[src/rtl/sample_decimator_pkg.sv]
// -----------------------------------------------------------------------------
// sample_decimator_pkg
// Shared constants for the ADC front-end and downstream DSP stages.
//   ADC_WIDTH    : raw ADC sample width (unsigned offset-binary)
//   OUT_WIDTH    : width of the signed, DC-centred output sample
//   ADC_MIDSCALE : offset-binary code representing zero
//   ADC_MAX      : full-scale ADC code (also a clip indicator)
//   OUT_SHIFT    : left shift applied to scale ADC_WIDTH up to OUT_WIDTH
// -----------------------------------------------------------------------------
package sample_decimator_pkg;

    localparam int ADC_WIDTH    = 12;
    localparam int OUT_WIDTH    = 16;
    localparam int ADC_MIDSCALE = 2048;
    localparam int ADC_MAX      = 4095;
    localparam int OUT_SHIFT    = 4;

endpackage : sample_decimator_pkg

[src/rtl/sample_decimator.sv]
// -----------------------------------------------------------------------------
// sample_decimator
// Box-car decimator: averages windows of 2^DECIM_SHIFT accepted ADC samples and
// emits one signed, DC-centred, left-justified result per window.
//
// Ports
//   clk_in     : single clock, rising edge
//   reset_in   : synchronous active-high reset, dominates ready_in
//   ready_in   : one-cycle strobe, signal_in valid
//   signal_in  : 12-bit offset-binary ADC sample
//   done_out   : one-cycle strobe, signal_out/clip_out updated
//   signal_out : ((mean - 2048) << 4), held until the next done_out
//   clip_out   : a sample of the emitted window was 0 or 4095
// -----------------------------------------------------------------------------
module sample_decimator
    import sample_decimator_pkg::*;
#(
    parameter int DECIM_SHIFT = 3
) (
    input  logic                        clk_in,
    input  logic                        reset_in,
    input  logic                        ready_in,
    input  logic [ADC_WIDTH-1:0]        signal_in,
    output logic                        done_out,
    output logic signed [OUT_WIDTH-1:0] signal_out,
    output logic                        clip_out
);

    localparam int N     = 1 << DECIM_SHIFT;
    localparam int ACC_W = ADC_WIDTH + DECIM_SHIFT;
    // Keep the counter at least one bit wide so DECIM_SHIFT = 0 still elaborates;
    // in that case it simply stays at 0 and every sample completes a window.
    localparam int CNT_W = (DECIM_SHIFT > 0) ? DECIM_SHIFT : 1;
    localparam logic [CNT_W-1:0] LAST_CNT = CNT_W'(N - 1);

    logic [CNT_W-1:0]     r_count;
    logic [ACC_W-1:0]     r_acc;
    logic                 r_clip;
    logic                 r_done;
    logic [OUT_WIDTH-1:0] r_signal;
    logic                 r_clip_out;

    logic                 w_last;
    logic                 w_smp_clip;
    logic [ACC_W-1:0]     w_sum;
    logic [ADC_WIDTH-1:0] w_mean;
    logic [ADC_WIDTH-1:0] w_centred;

    assign w_last     = (r_count == LAST_CNT);
    assign w_smp_clip = (signal_in == '0) || (signal_in == ADC_WIDTH'(ADC_MAX));
    // ACC_W bits hold N * ADC_MAX exactly, so the sum cannot wrap.
    assign w_sum      = r_acc + ACC_W'(signal_in);
    assign w_mean     = ADC_WIDTH'(w_sum >> DECIM_SHIFT);
    // Subtracting midscale from an offset-binary code is just an MSB flip,
    // yielding the two's-complement value directly.
    assign w_centred  = w_mean ^ ADC_WIDTH'(ADC_MIDSCALE);

    always_ff @(posedge clk_in) begin
        if (reset_in) begin
            r_count    <= '0;
            r_acc      <= '0;
            r_clip     <= 1'b0;
            r_done     <= 1'b0;
            r_signal   <= '0;
            r_clip_out <= 1'b0;
        end else begin
            r_done <= 1'b0;
            if (ready_in) begin
                if (w_last) begin
                    r_count    <= '0;
                    r_acc      <= '0;
                    r_clip     <= 1'b0;
                    r_done     <= 1'b1;
                    r_signal   <= {w_centred, {OUT_SHIFT{1'b0}}};
                    r_clip_out <= r_clip | w_smp_clip;
                end else begin
                    r_count <= r_count + 1'b1;
                    r_acc   <= w_sum;
                    r_clip  <= r_clip | w_smp_clip;
                end
            end
        end
    end

    assign done_out   = r_done;
    assign signal_out = r_signal;
    assign clip_out   = r_clip_out;

endmodule : sample_decimator

[config.mk]
export PLATFORM = sky130hd
export DESIGN_NAME = sample_decimator
export DESIGN_NICKNAME = d
export VERILOG_FILES = /design/src/rtl/sample_decimator_pkg.sv /design/src/rtl/sample_decimator.sv
export SDC_FILE = /design/constraint.sdc
export NUM_CORES = 1
export LEC_CHECK = 0
export CORE_MARGIN = 2
export CORE_UTILIZATION = 47
export CTS_CLUSTER_DIAMETER = 100
export CTS_CLUSTER_SIZE = 24
export DETAILED_ROUTE_END_ITERATION = 10
export GPL_TIMING_DRIVEN = 0
export PLACE_DENSITY = 0.78
export REMOVE_ABC_BUFFERS = 1
export SLEW_MARGIN = 0
export SYNTH_ARGS = -nofsm -noshare
export SYNTH_HDL_FRONTEND = slang
export SYNTH_SLANG_ARGS = --single-unit
export TNS_END_PERCENT = 5
[constraint.sdc]
create_clock -name clk_in -period 2.5 [get_ports clk_in]
set_clock_uncertainty 0.05 [all_clocks]
set_input_delay 0.375 -clock clk_in [delete_from_list [all_inputs] [get_ports clk_in]]
set_output_delay 0.375 -clock clk_in [all_outputs]
set_load 0.03 [all_outputs]
==> metrics.csv, run 1 <==
stage,metric,value,unit
synth,post-synth-top-area-fraction,35.3,%
detailed_routing,wl_per_cell,14.3,um
finish,fin_cells,294,
synth,yosysWarnings,0,
critical_path,required,2630,ps
global_route,grt_max_degree,16,
detailed_routing,route.vias.total,1625,
cts,holdBufCountCts,0,
cts,cts.reportedPaths.clkPinSlew,60,ps
timing,rsz0062_at_grt,yes,
critical_path,cp_slowest_cell,clkdlybuf4s50_1,
floorplanning,fp.dieW,67.1,um
global_route,groute.usage.overall,20.8,%
timing,slew_headroom,45.9,%
critical_path,critical_path_buf_inv_count,2,
critical_path,start_kind,input pin,
floorplanning,die_y,67.1,um
timing,setup_tns,0,ps
synth,yosys.area.top_type,dfxtp_1,
detailed_routing,drcViolationCount,0,
pwr,vdd_drop_max,0.414,mV
global_route,use_met3,6.59,%
timing,setup_viol,0,
placed_design,dpl.hpwl,2.99,mm
synth,synth.distinct_cells,48,
global_route,grt.overflow.total,0,
timing,hold_violations,0,
timing,finalMaxSlewViolations,0,
floorplanning,core,3740,um^2
critical_path,path_max_fanout,6,
min_path,holdCritPathClass,reg -> reg,
placed_design,routabilityCongestion,0.827,
critical_path,path_cells,clkdlybuf4s50_1 > ha_2 > a21oi_1 > o21ai_1 > or3_1 > o22ai_4 > buf_4 > o21ai_0 > a32o_1,
finish,fillers,350,
global_route,gr-usage-met2,32.5,%
floorplanning,start_util,50.0,%
cts,clk_latency,290,ps
finish,mostFrequentLayoutCells,"33 x dfxtp_1, 26 x clkdlybuf4s50_1, 18 x nand2_1, 17 x nor2_1, 11 x a22o_1",
global_route,grt_pass1_wl,6.87,mm
cts,cts_buffers,5,
timing,fmax,413,MHz
critical_path,crit_family,compound AO/OA/AOI/OAI gates,
floorplanning,ios,33,
cts,cts.path.max_buffers,2,
timing,layout_min_cycle_time,2420,ps
floorplanning,rows,22,
synth,avgSynthCellArea,8.83,um^2
timing,tightest_slew,811,ps
timing,holdWs,398,ps
cts,cts_max_level,2,
global_route,gr-usage-met1,27.4,%
global_route,grt_pass1_vias,1455,
critical_path,critPathMaxStageDelay,560,ps
detailed_routing,drt_wl_total,4.19,mm
finish,area_growth_syn_to_layout,24.4,%
finish,num_antenna_cells,0,
global_route,antenna_found_initial,0,
synth,synth_edf_count,0,
cts,cts_root_buf,clkbuf_8,
placed_design,place_inst,281,
cts,cts_tree,yes,
detailed_routing,drtIter0Drc,111,
synth,yosys-top-cells-area,"dfxtp_1 35%, ha_1 9.4%, a22o_1 5.1%, nand2_1 3.6%, nor2_1 3.6%",
placed_design,io_buffers,28,
flow_run,max_cap_violations,0,
detailed_routing,drt_pass1_iterations,4,
timing,fin_crit_sh,96.7,%
finish,utilization,62.2,%
critical_path,worstPathArrival,2550,ps
finish,nets,275,
synth,async_reset_ff_share,0,%
synth,ys_seq_area_share,35.3,%
finish,layout_commonest_cell,dfxtp_1,
cts,clock_sinks,33,
detailed_routing,avgViaCountPerCell,5.53,
finish,drive_above_1_share,10.2,%
global_route,top_usage_layer,met2,
synth,synth_cells,212,
synth,synth_area,1870,um^2
detailed_routing,ant_nets,0,
pwr,leakagePower,0.913,nW
pwr,p_per_area,602,nW/um^2
placed_design,dp_slack,-568,ps
critical_path,end_kind,flop,
critical_path,worstSetupPathType,in -> reg,
timing,setup_ws,81.3,ps
synth,synth-seq-cells,33,
synth,ys.flop_type,dfxtp_1,
floorplanning,die_area,4500,um^2
outcome,outcome,"finished, final reports clean",
==> metrics by stage <==
| stage | instance area (um^2) | total power [mW] |
|---|---|---|
| after floorplan | 1830 | 0.900 |
| after global placement | 2170 | 0.988 |
| after detailed placement | 2170 | 0.996 |
| after CTS | 2290 | 1.40 |
| after global routing | 2330 | 1.50 |
| final | 2330 | 1.40 |
==> path summary, 6_finish.rpt <==
kind	startpoint	to	slack, ps	depth (start not counted)
max reg2reg	r_acc[0]	signal_out[15]	110	9
min	signal_out[8]	signal_out[8]	400	2
min reg2reg	signal_out[8]	signal_out[8]	400	2
max	signal_in[9]	signal_out[15]	80	9
==> state kept, by name, summed over array words and instances (netlist names) <==
| signal | count |
|---|---|
| r_acc | 15 |
| signal_out | 12 |
| r_count | 3 |
| clip_out | 1 |
| done_out | 1 |
| r_clip | 1 |
==> where the power goes <==
group	leakage (nW)	total (mW)	internal (mW)	switching, mW
clock network	0.0395	0.380	0.197	0.183
logic	0.605	0.422	0.186	0.236
registers	0.269	0.599	0.568	0.0314
total	0.913	1.40	0.951	0.450
==> cells by family after synthesis <==
kind of cell	Yosys count	synth area share, %
AND/OR/NAND/NOR	76	20.3
AO/OA/AOI/OAI	56	22.5
flip-flops	33	35.3
buffers and inverters	17	4.34
adder cells (fa/ha/maj)	15	10.4
XOR/XNOR	10	4.68
multiplexers	4	2.21
other	1	0.200
==> final cells by class <==
type	count	area, um^2	area share [%]
multi-input cells	165	1180	50.9
well taps	48	60.1	2.58
repair buffers	33	317	13.6
inverters	7	26.3	1.13
clock buffers	8	80.1	3.44
flip-flops and latches	33	661	28.4
==> timing repair <==
action | in CTS | in global routing
setup endpoints to repair | 3 | 3
buffers inserted | 3 | 2
resized for setup | 5 | 7
cloned | 0 | 0
pin swaps | 2 | 3
==> synth_stat cells (2+ instances only) <==
| master | count |
|---|---|
| buf_2 | 2 |
| nand2_1 | 18 |
| buf_4 | 4 |
| o21ai_0 | 3 |
| dfxtp_1 | 33 |
| nand4_1 | 5 |
| o21ai_1 | 10 |
| o211ai_1 | 2 |
| and2_1 | 3 |
| ha_1 | 14 |
| a32o_1 | 2 |
| a21oi_1 | 12 |
| a22oi_1 | 4 |
| mux2i_1 | 3 |
| xor2_1 | 4 |
| and3_1 | 2 |
| a22o_1 | 11 |
| nor4_1 | 4 |
| nor2_1 | 18 |
| xnor2_1 | 6 |
| clkbuf_1 | 4 |
| nand3_1 | 7 |
| nor3_1 | 6 |
| inv_1 | 6 |
| or3_1 | 4 |
| o21a_1 | 3 |
==> worst min-delay path, stage by stage, from the launching register on <==
cell and delay (ps):
dfxtp_1 310, nand2_1 50, o21ai_1 50
==> per-layer routing <==
metal	vias to the layer above	part of all wire (%)
li1	835	-
met1	745	48
met2	39	45
met3	6	5.3
met4	0	1.3
met5	-	0
Note: power is estimated with default switching activity, not from simulation.
==> run 2: changes to the inputs <==
--- a/config.mk
+++ b/config.mk
@@ -11,6 +11,7 @@
 export CTS_CLUSTER_SIZE = 24
 export DETAILED_ROUTE_END_ITERATION = 10
 export GPL_TIMING_DRIVEN = 0
+export MAX_ROUTING_LAYER = met4
 export PLACE_DENSITY = 0.78
 export REMOVE_ABC_BUFFERS = 1
 export SLEW_MARGIN = 0
==> run 2 against run 1 <==
  * First-iteration DRC count decreased by 6.3%
  * Die area unchanged
  * Clock-buffer cell count unchanged
  * Critical path type unchanged
  * Maximum frequency about the same
  * Combinational power about the same
  * Routed wire length increased by 0.12%
  * Via count increased by 0.18%
==> metrics.csv, run 2 (synthesis results as in run 1) <==
stage,metric,value,unit,change
outcome,outcome,"finished, final reports clean",,
global_route,grt_max_degree,16,,unchanged
cts,clk_latency,290,ps,about the same
timing,fin_crit_sh,96.7,%,about the same
placed_design,dpl.hpwl,2.99,mm,unchanged
cts,cts.path.max_buffers,2,,unchanged
cts,cts_tree,yes,,
cts,holdBufCountCts,0,,unchanged
timing,layout_min_cycle_time,2420,ps,-0.424 ps
global_route,grt_pass1_wl,6.86,mm,-0.10%
timing,fmax,414,MHz,about the same
detailed_routing,drcViolationCount,0,,unchanged
detailed_routing,route.vias.total,1628,,+0.18%
critical_path,required,2630,ps,about the same
cts,cts_root_buf,clkbuf_8,,
detailed_routing,avgViaCountPerCell,5.54,,+0.18%
finish,area_growth_syn_to_layout,24.4,%,unchanged
critical_path,critPathMaxStageDelay,560,ps,about the same
pwr,vdd_drop_max,0.414,mV,about the same
cts,cts_buffers,5,,unchanged
critical_path,path_cells,clkdlybuf4s50_1 > ha_2 > a21oi_1 > o21ai_1 > or3_1 > o22ai_4 > buf_4 > o21ai_0 > a32o_1,,
floorplanning,die_y,67.1,um,unchanged
critical_path,cp_slowest_cell,clkdlybuf4s50_1,,
critical_path,path_max_fanout,6,,unchanged
floorplanning,start_util,50.0,%,unchanged
detailed_routing,drt_pass1_iterations,4,,unchanged
cts,cts_max_level,2,,unchanged
global_route,groute.usage.overall,21.4,%,+0.60 points
pwr,leakagePower,0.913,nW,unchanged
detailed_routing,ant_nets,0,,unchanged
timing,setup_viol,0,,unchanged
detailed_routing,drtIter0Drc,104,,-6.3%
critical_path,end_kind,flop,,
timing,rsz0062_at_grt,yes,,
finish,multi_input_area,1180,um^2,unchanged
placed_design,routabilityCongestion,0.839,,+1.5%
floorplanning,die_area,4500,um^2,unchanged
cts,cts.reportedPaths.clkPinSlew,60,ps,about the same
finish,nets,275,,unchanged
floorplanning,fp.dieW,67.1,um,unchanged
finish,mostFrequentLayoutCells,"33 x dfxtp_1, 26 x clkdlybuf4s50_1, 18 x nand2_1, 17 x nor2_1, 11 x a22o_1",,
timing,hold_violations,0,,unchanged
critical_path,worstSetupPathType,in -> reg,,
finish,seq_area,661,um^2,unchanged
placed_design,io_buffers,28,,unchanged
finish,stdcell_area,2330,um^2,unchanged
flow_run,max_cap_violations,0,,unchanged
cts,clock_sinks,33,,unchanged
critical_path,worstPathArrival,2550,ps,about the same
finish,num_antenna_cells,0,,unchanged
floorplanning,core,3740,um^2,unchanged
timing,tightest_slew,813,ps,+1.21 ps
floorplanning,rows,22,,unchanged
finish,largest_reg_flops,15,,unchanged
finish,fillers,350,,unchanged
global_route,grt.overflow.total,0,,unchanged
floorplanning,ios,33,,unchanged
timing,holdWs,398,ps,-0.00100 ps
timing,finalMaxSlewViolations,0,,unchanged
critical_path,start_kind,input pin,,
placed_design,post_dp_cell_area,2170,um^2,unchanged
finish,drive_above_1_share,10.2,%,unchanged
global_route,grt_pass1_vias,1462,,+0.48%
finish,top_register,r_acc,,
timing,slew_headroom,45.8,%,-0.081 points
finish,layout_commonest_cell,dfxtp_1,,
pwr,p_per_area,602,nW/um^2,about the same
detailed_routing,wl_per_cell,14.3,um,+0.12%
detailed_routing,drt_wl_total,4.20,mm,+0.12%
global_route,antenna_found_initial,0,,unchanged
min_path,holdCritPathClass,reg -> reg,,
[run 2: cell counts in the layout (fill, tap and decap cells not counted)]
No cell type changed its count.
[run 2: through the flow]
step                TNS, ps  cells  util, %  power (mW)  setup WS, ps
finish                    0    294     62.2        1.40          81.7
floorplan                 0    205        -       0.900           111
global route          -24.9    294     62.2        1.50         -17.3
CTS                       0    292     61.1        1.40          19.2
global placement      -2930    281     57.9       0.988          -533
detailed placement    -3430    281     57.9       0.996          -568
[run 2: worst paths after layout]
kind | from | end | slack [ps] | cells past startpoint
worst max-delay path | signal_in[9] | signal_out[15] | 80 | 9
worst min-delay path | signal_out[8] | signal_out[8] | 400 | 2
worst max register to register | r_acc[0] | signal_out[15] | 110 | 9
worst min register to register | signal_out[8] | signal_out[8] | 400 | 2
[run 2: cell type report]
type | instances | area share (%)
multi-input combinational | 165 | 50.9
sequential | 33 | 28.4
timing repair buffer | 33 | 13.6
clock buffer | 8 | 3.44
tap | 48 | 2.58
inverter | 7 | 1.13
[run 2: metal layers]
layer  global-route usage [%]  vias to the layer above  share of wire, %
met4                     6.12                        0               1.3
met5                        -                        -                 0
li1                         -                      835                 -
met3                     6.59                        6               5.3
met1                     27.3                      748                48
met2                     32.7                       39                46
[run 2: report_power, final]
group | leakage (nW) | switching, mW | internal, mW | total, mW
clock network | 0.0395 | 0.183 | 0.197 | 0.381
registers | 0.269 | 0.0322 | 0.568 | 0.600
logic | 0.605 | 0.236 | 0.186 | 0.422
[run 2: timing repair]
item                       CTS  global route
pin swaps                    2             3
gates resized for setup      5             7
setup endpoints to repair    3             3
setup buffers                3             2
[run 2: critical path: cells and delay by family]
family | cells | cell delay (ps)
AOI/OAI and AO/OA | 5 | 760
buffers and inverters | 2 | 720
and+or+nand+nor | 1 | 360
adders and majority gates | 1 | 340
